**src/rtl/pipelined_variable_right_shift.sv**
```systemverilog
// rtl/pipelined_variable_right_shift.sv - registered log-shifter: stage k shifts right by 2^k
// when shift bit k is set, with logical/arithmetic fill and a sticky OR of dropped bits.
module pipelined_variable_right_shift #(
  parameter int N = 8,
  parameter int W = $clog2(N) + 1
) (
  input  logic         clk,
  input  logic         rst,
  input  logic         arg_vld,
  input  logic [N-1:0] a,
  input  logic [W-1:0] shamt,
  input  logic         arith,
  output logic         res_vld,
  output logic [N-1:0] res,
  output logic         sticky
);

  for (genvar k = 0; k < W; k++) begin : g_stg
    localparam int SH = 1 << k;

    logic [N-1:0]   d_in, d_nx, d_q;
    logic           s_in, s_nx, s_q;
    logic           f_in;
    logic           v_in, v_q;
    // bit 0 is this stage's shift bit; the upper bits are still pending
    logic [W-k-1:0] sh_in;

    if (k == 0) begin : g_src
      assign d_in  = a;
      assign s_in  = 1'b0;
      assign f_in  = arith & a[N-1];
      assign v_in  = arg_vld;
      assign sh_in = shamt;
    end else begin : g_src
      assign d_in  = g_stg[k-1].d_q;
      assign s_in  = g_stg[k-1].s_q;
      assign f_in  = g_stg[k-1].g_fwd.f_q;
      assign v_in  = g_stg[k-1].v_q;
      assign sh_in = g_stg[k-1].g_fwd.sh_q;
    end

    if (SH >= N) begin : g_full
      always_comb begin
        d_nx = d_in;
        s_nx = s_in;
        if (sh_in[0]) begin
          d_nx = {N{f_in}};
          s_nx = s_in | (|d_in);
        end
      end
    end else begin : g_part
      localparam logic [N-1:0] LO_MASK = {N{1'b1}} >> (N - SH);
      always_comb begin
        d_nx = d_in;
        s_nx = s_in;
        if (sh_in[0]) begin
          d_nx = (d_in >> SH) | ({N{f_in}} << (N - SH));
          s_nx = s_in | (|(d_in & LO_MASK));
        end
      end
    end

    always_ff @(posedge clk) begin
      if (rst) begin
        v_q <= 1'b0;
        d_q <= '0;
        s_q <= 1'b0;
      end else begin
        v_q <= v_in;
        if (v_in) begin
          d_q <= d_nx;
          s_q <= s_nx;
        end
      end
    end

    // fill and pending shift bits are only needed by later stages
    if (k < W - 1) begin : g_fwd
      logic [W-k-2:0] sh_q;
      logic           f_q;
      always_ff @(posedge clk) begin
        if (rst) begin
          sh_q <= '0;
          f_q  <= 1'b0;
        end else if (v_in) begin
          sh_q <= sh_in[W-k-1:1];
          f_q  <= f_in;
        end
      end
    end
  end

  assign res_vld = g_stg[W-1].v_q;
  assign res     = g_stg[W-1].d_q;
  assign sticky  = g_stg[W-1].s_q;

endmodule

```
**config.mk**
```make
export PLATFORM = sky130hd
export DESIGN_NAME = pipelined_variable_right_shift
export DESIGN_NICKNAME = d
export VERILOG_FILES = /design/src/rtl/pipelined_variable_right_shift.sv
export SDC_FILE = /design/constraint.sdc
export NUM_CORES = 1
export LEC_CHECK = 0
export ABC_CLOCK_PERIOD_IN_PS = 1600
export CORE_MARGIN = 2
export CORE_UTILIZATION = 54
export CTS_BUF_LIST = sky130_fd_sc_hd__clkbuf_4 sky130_fd_sc_hd__clkbuf_8
export CTS_CLUSTER_DIAMETER = 50
export DETAILED_ROUTE_END_ITERATION = 6
export DONT_BUFFER_PORTS = 1
export PLACE_DENSITY = 0.77
export SLEW_MARGIN = 0
export SYNTH_ARGS = -nofsm -noshare
export SYNTH_HDL_FRONTEND = slang
export SYNTH_SLANG_ARGS = --single-unit
export TNS_END_PERCENT = 10
```
**constraint.sdc**
```tcl
create_clock -name clk -period 1.6 [get_ports clk]
set_input_delay 0.48 -clock clk [delete_from_list [all_inputs] [get_ports clk]]
set_output_delay 0.48 -clock clk [all_outputs]
set_load 0.005 [all_outputs]
```
==> run_results.csv, run 1 <==
group,metric,value,unit
yosys,syn-num-nets,220,
yosys,synth_mux_area_frac,0.195,
cells_and_area,seqCellArea,981,µm²
cells_and_area,final_cells,246,
die,initial_core_util,0.556,
sta,finalCriticalPeriod,1300,ps
setup_path,crit_path_top_delay_cell,"or4_4",
place,dp_slack,288,ps
setup_path,r2r-start,"g_stg[2].d_q[1]",
yosys,synth_fa_ha_area_frac,0,
routing,vias_per_cell,5.50,
place,io_buffer_count,0,
sta,fin_ws,303,ps
setup_path,critPathTopFamily,"simple AND/OR/NAND/NOR gates",
sta,rsz0062_at_grt,"no",
die,dieArea,4220,µm²
setup_path,crit_fanout,3,
cts,clk_pin_slew,80,ps
sta,fin_skew,5.58,ps
yosys,synth_edf_count,0,
cts,cts_made_buffers,5,
die,num_rows,22,
die,core,3610,µm²
global_routing,grt_pass1_vias,1320,
cts,postCtsSetupBuffers,0,
yosys,synth_top_area_share,0.489,
place,dp_hpwl,2.31,mm
setup_path,rr_endpoint,"sticky",
yosys,ys_ff_latch,49,
cells_and_area,final_nets,213,
routing,vias,1353,
setup_path,path_buf_inv,0,
place,dp_cells,238,
sta,fmax,771,MHz
global_routing,grt_use_total,0.168,
setup_path,path_cells,"or4_4, nor4_2, a2111oi_1",
routing,drt_first_pass_iters,5,
power,p_leak,0.709,nW
setup_path,crit_path_start_kind,"flop",
setup_path,rr_worst_depth,3,
place,gp_congestion,0.841,
setup_path,slowest_delay,530,ps
die,die_h,64.9,µm
setup_path,worst_setup_path_end_kind,"flop",
yosys,synth_xor_area_frac,0,
global_routing,grt_max_degree,50,
setup_path,crit_type,"reg2reg",
yosys,synth_compound_area_frac,0.145,
sta,finalSetupViolations,0,
yosys,yosys-top-cells-area,"dfxtp_1 (49%), mux2i_1 (19%), a211oi_1 (12%)",
hold_path,hold_depth,1,
routing,ant_nets,0,
hold_path,hold_class,"in2reg",
cts,ctsHtreeMaxLevel,2,
sta,finalMaxSlewViolations,0,
cts,tritoncts,"done",
die,die_w,64.9,µm
yosys,async_reset_ff_frac,0,
cells_and_area,multiInputGateArea,938,µm²
cts,cts_buffer_depth,2,
cts,cts_sinks,49,
power,ir_drop,0.655,mV
setup_path,reg2reg_slack,300,ps
yosys,syn_area,2010,µm²
yosys,synth_top_area_cell,"dfxtp_1",
setup_path,cp.arrival,1480,ps
yosys,netlist_instances,204,
routing,wl_per_cell,13.0,µm
flow_run,maxCapViolCount,0,
yosys,yosys-top-cells-count,"dfxtp_1 (49), nor2_1 (43), mux2i_1 (39)",
yosys,avgSynthCellArea,9.83,µm²
sta,min_period_over_period,0.811,
die,ioPinCount,26,
yosys,synthSimpleGateAreaFrac,0.128,
global_routing,antenna_found_initial,0,
sta,timing.slew.headroom,0.612,
cells_and_area,layout-drive-gt1-share,0.0707,
yosys,yosysSeqAreaShare,0.489,
hold_path,min_to,"res_vld",
sta,finalHoldViolCount,0,
setup_path,crit_required,1780,ps
yosys,synth.most_common_cell,"dfxtp_1",
run_status,status,"finished, final reports clean",
yosys,synth.distinct_cells,20,
hold_path,hp-start,"rst",
routing,drt_iter0_drc,33,
yosys,synth_ff_type,"dfxtp_1",
cells_and_area,diodes,0,
sta,fin_tns_setup,0,ps
cts,post_cts_resized,0,
global_routing,grt_first_pass_wirelength,5.49,mm
cts,root_buffer,"clkbuf_8",
routing,drc,0,
power,power_density,1070,nW/µm²
yosys,ys_warn_count,0,
cts,cts_hold_buf,0,
routing,wirelength,3.21,mm
global_routing,grt_overflow,0,
sta,worst_slew_pin_slew,581,ps
yosys,synth_top_family_by_area,"multiplexers",
cts,insertion_delay,300,ps
cells_and_area,area_growth,5.61,%
cells_and_area,n_fill_cell,335,
-- metal layers --
| layer | up-vias | track usage | part of all wire | routed length (µm) |
|---|---|---|---|---|
| met5 | - | 0 | 0 | 0 |
| met4 | 0 | 0.0957 | 0.021 | 68 |
| met3 | 7 | 0.0503 | 0.060 | 191 |
| met2 | 29 | 0.304 | 0.51 | 1620 |
| met1 | 602 | 0.169 | 0.41 | 1320 |
| li1 | 715 | - | - | - |
-- cell families after synthesis --
kind of cell           after synthesis
flip-flops                          49
AO/OA/AOI/OAI                       40
multiplexers                        39
buffers and inverters               20
AND/OR/NAND/NOR                     56
-- cells in the final DEF (no fill, tap or decap), drive strengths merged --
master,instances
o211ai,1
dfxtp,49
a2111oi,1
or4b,1
buf,4
mux2i,39
a21oi,4
nand3,2
nand2b,3
clkbuf,7
or4,2
nor2b,4
a311oi,1
a211oi,32
nor4,1
o21ai,1
nor2,43
inv,2
clkinv,1
-- area by class of cell --
cell class	instances	share of cell area
Clock inverter	1	0.00236
Clock buffer	7	0.0455
Inverter	2	0.00354
Sequential cell	49	0.463
Tap cell	48	0.0284
Multi-Input combinational cell	135	0.443
Timing Repair Buffer	4	0.0142
-- flip-flops by register name (all words and copies together), names as in the netlist --
| register | flops |
|---|---|
| g_stg.d_q | 24 |
| res | 8 |
| g_stg.g_fwd.sh_q | 6 |
| g_stg.g_fwd.f_q | 3 |
| g_stg.s_q | 3 |
| g_stg.v_q | 3 |
| res_vld | 1 |
| sticky | 1 |
-- worst reg2reg max path, stage by stage, from the launching register on --
cell and delay [ps]:
dfxtp_1 330, or4_4 530, nor4_2 240, a2111oi_1 80
-- how the worst max path moves through the flow --
stage / start / endpoint / slack [ps] / cells after the start
floorplan: g_stg[2].d_q[1] / sticky / 380 / 3
global route: g_stg[2].d_q[1] / sticky / 250 / 3
global placement: g_stg[2].d_q[1] / sticky / 360 / 3
detailed placement: g_stg[2].d_q[1] / sticky / 290 / 3
CTS: g_stg[2].d_q[1] / sticky / 280 / 3
finish: g_stg[2].d_q[1] / sticky / 300 / 3
-- report_power, final --
part           internal [mW]  leakage (nW)  total (mW)  switching (mW)
sequential              1.28         0.402        1.34          0.0557
combinational         0.0875         0.254       0.150          0.0624
clock                  0.391        0.0542       0.773           0.382
-- metrics by stage --
stage	hold WS (ps)	power [mW]	cell area (µm²)	util
2_1_floorplan	445	1.51	2010	-
3_3_place_gp	451	1.51	2020	0.559
3_5_place_dp	458	1.52	2020	0.559
4_1_cts	231	2.28	2120	0.587
5_1_grt	226	2.36	2120	0.587
6_report	240	2.26	2120	0.587
No activity file was read; power rests on OpenSTA's default activity.
==> inputs of run 2 (changes only) <==
--- a/config.mk
+++ b/config.mk
@@ -5,7 +5,7 @@
 export SDC_FILE = /design/constraint.sdc
 export NUM_CORES = 1
 export LEC_CHECK = 0
-export ABC_CLOCK_PERIOD_IN_PS = 1600
+export ABC_CLOCK_PERIOD_IN_PS = 1200
 export CORE_MARGIN = 2
 export CORE_UTILIZATION = 54
 export CTS_BUF_LIST = sky130_fd_sc_hd__clkbuf_4 sky130_fd_sc_hd__clkbuf_8
==> constraint.sdc (replaced) <==
create_clock -name clk -period 1.2 [get_ports clk]
set_input_delay 0.36 -clock clk [delete_from_list [all_inputs] [get_ports clk]]
set_output_delay 0.36 -clock clk [all_outputs]
set_load 0.005 [all_outputs]
==> run 2 against run 1 <==
  * The flow now finishes with violations (setup timing)
  * Global-route usage increased by 2.2 points
  * Routed wire length increased by 9.2%
  * Utilization increased by 2.7 points
  * Clock skew about the same
  * Sequential cell count unchanged
  * Non-clock buffer count increased by 9
  * Clock power increased by 35%
  * Maximum frequency increased by 3.1%
  * Cell area increased by 4.5%
  * Sequential share of layout area decreased by 1.8 points
  * Via count increased by 4.5%
  * Critical path type unchanged
  * Largest cell class unchanged
  * Largest power group unchanged
  * Highest routed layer unchanged
==> run_results.csv, run 2 (same netlist as run 1, synthesis figures left out) <==
group,metric,value,unit
run_status,status,"finished with violations",
run_status,violations,"setup timing",
cts,cts_sinks,49,
routing,vias,1414,
cells_and_area,final_cells,255,
global_routing,grt_pass1_vias,1426,
sta,rsz0062_at_grt,"yes",
cells_and_area,layout-drive-gt1-share,0.145,
routing,vias_per_cell,5.55,
cts,ctsHtreeMaxLevel,2,
routing,drt_first_pass_iters,4,
power,p_leak,0.763,nW
power,power_density,1380,nW/µm²
cells_and_area,final_cell_mix,"dfxtp_1 (46), nor2_1 (43), mux2i_1 (39), a211oi_1 (32), buf_4 (13)",
sta,timing.slew.headroom,0.699,
cells_and_area,post-route-util,0.614,
sta,min_period_over_period,1.05,
sta,finalCriticalPeriod,1260,ps
flow_run,maxCapViolCount,0,
setup_path,crit_required,1390,ps
routing,ant_nets,0,
global_routing,grt_overflow,0,
place,placed_area,2080,µm²
cells_and_area,largest_register_ffs,24,
sta,fin_skew,5.38,ps
cells_and_area,final_nets,222,
place,dp_cells,247,
sta,finalMaxSlewViolations,0,
die,dieArea,4220,µm²
die,num_rows,22,
place,gp_congestion,0.842,
global_routing,grt_first_pass_wirelength,6.13,mm
cells_and_area,regMostFlops,"g_stg.d_q",
power,ir_drop,0.899,mV
cts,cts_buffer_depth,2,
setup_path,crit_fanout,2,
cts,clk_pin_slew,80,ps
routing,wirelength,3.50,mm
routing,drc,0,
die,die_w,64.9,µm
die,die_h,64.9,µm
place,dp_slack,-50.2,ps
sta,finalHoldViolCount,0,
sta,fmax,795,MHz
hold_path,hold_class,"in2reg",
power,power,3.05,mW
sta,fin_ws,-58.5,ps
routing,drt_iter0_drc,45,
cells_and_area,area_growth,10.4,%
cts,postCtsSetupBuffers,0,
cts,cts_hold_buf,0,
place,dp_hpwl,2.48,mm
sta,finalSetupViolations,1,
global_routing,grt_max_degree,50,
sta,fin_hold_ws,120,ps
setup_path,cp.arrival,1440,ps
place,io_buffer_count,0,
die,initial_core_util,0.556,
cts,tritoncts,"done",
cells_and_area,finish.instance_area,2210,µm²
cells_and_area,layout_commonest_cell,"dfxtp_1",
die,core,3610,µm²
die,ioPinCount,26,
global_routing,grt_use_total,0.190,
setup_path,worst_setup_path_end_kind,"flop",
cts,insertion_delay,300,ps
cells_and_area,diodes,0,
cts,cts_made_buffers,5,
setup_path,crit_type,"reg2reg",
sta,fin_tns_setup,-58.5,ps
setup_path,crit_path_start_kind,"flop",
global_routing,antenna_found_initial,0,
routing,wl_per_cell,13.7,µm
cts,root_buffer,"clkbuf_8",
sta,worst_slew_pin_slew,450,ps
==> run 2: timing repair <==
action	in CTS	in global routing
cloned	0	0
resized for setup	3	5
pin swaps	4	1
setup endpoints to repair	2	5
==> run 2: path summary, 6_finish.rpt <==
check / cells past startpoint / end / slack [ps] / from
max: 3 / sticky / -60 / g_stg[2].s_q
min: 1 / res_vld / 120 / rst
max reg2reg: 3 / sticky / -60 / g_stg[2].s_q
min reg2reg: 2 / g_stg[0].s_q / 470 / g_stg[0].s_q
==> run 2: power breakdown <==
group,leakage [nW],internal [mW],switching (mW)
Combinational,0.305,0.138,0.105
Sequential,0.403,1.71,0.0654
Clock,0.0542,0.521,0.515
Total,0.763,2.37,0.686
==> run 2: area by class of cell <==
type | instances | area (µm²)
fillers | 309 | 1390
clock buffers | 7 | 96.3
repair buffers | 13 | 97.6
multi-input cells | 135 | 963
clock inverters | 1 | 5.00
inverters | 2 | 7.51
flip-flops and latches | 49 | 985
well taps | 48 | 60.1
==> run 2: worst max-delay path: stages, from the launching register on <==
cell and delay, ps:
dfxtp_1 320, or4b_4 540, nor4_4 230, a2111oi_2 60
==> run 2: routing by layer <==
| metal | vias to the layer above | wire (µm) | global-route usage |
|---|---|---|---|
| li1 | 726 | - | - |
| met2 | 31 | 1790 | 0.345 |
| met5 | - | 0 | 0 |
| met3 | 7 | 196 | 0.0660 |
| met4 | 0 | 98 | 0.0878 |
| met1 | 650 | 1420 | 0.192 |
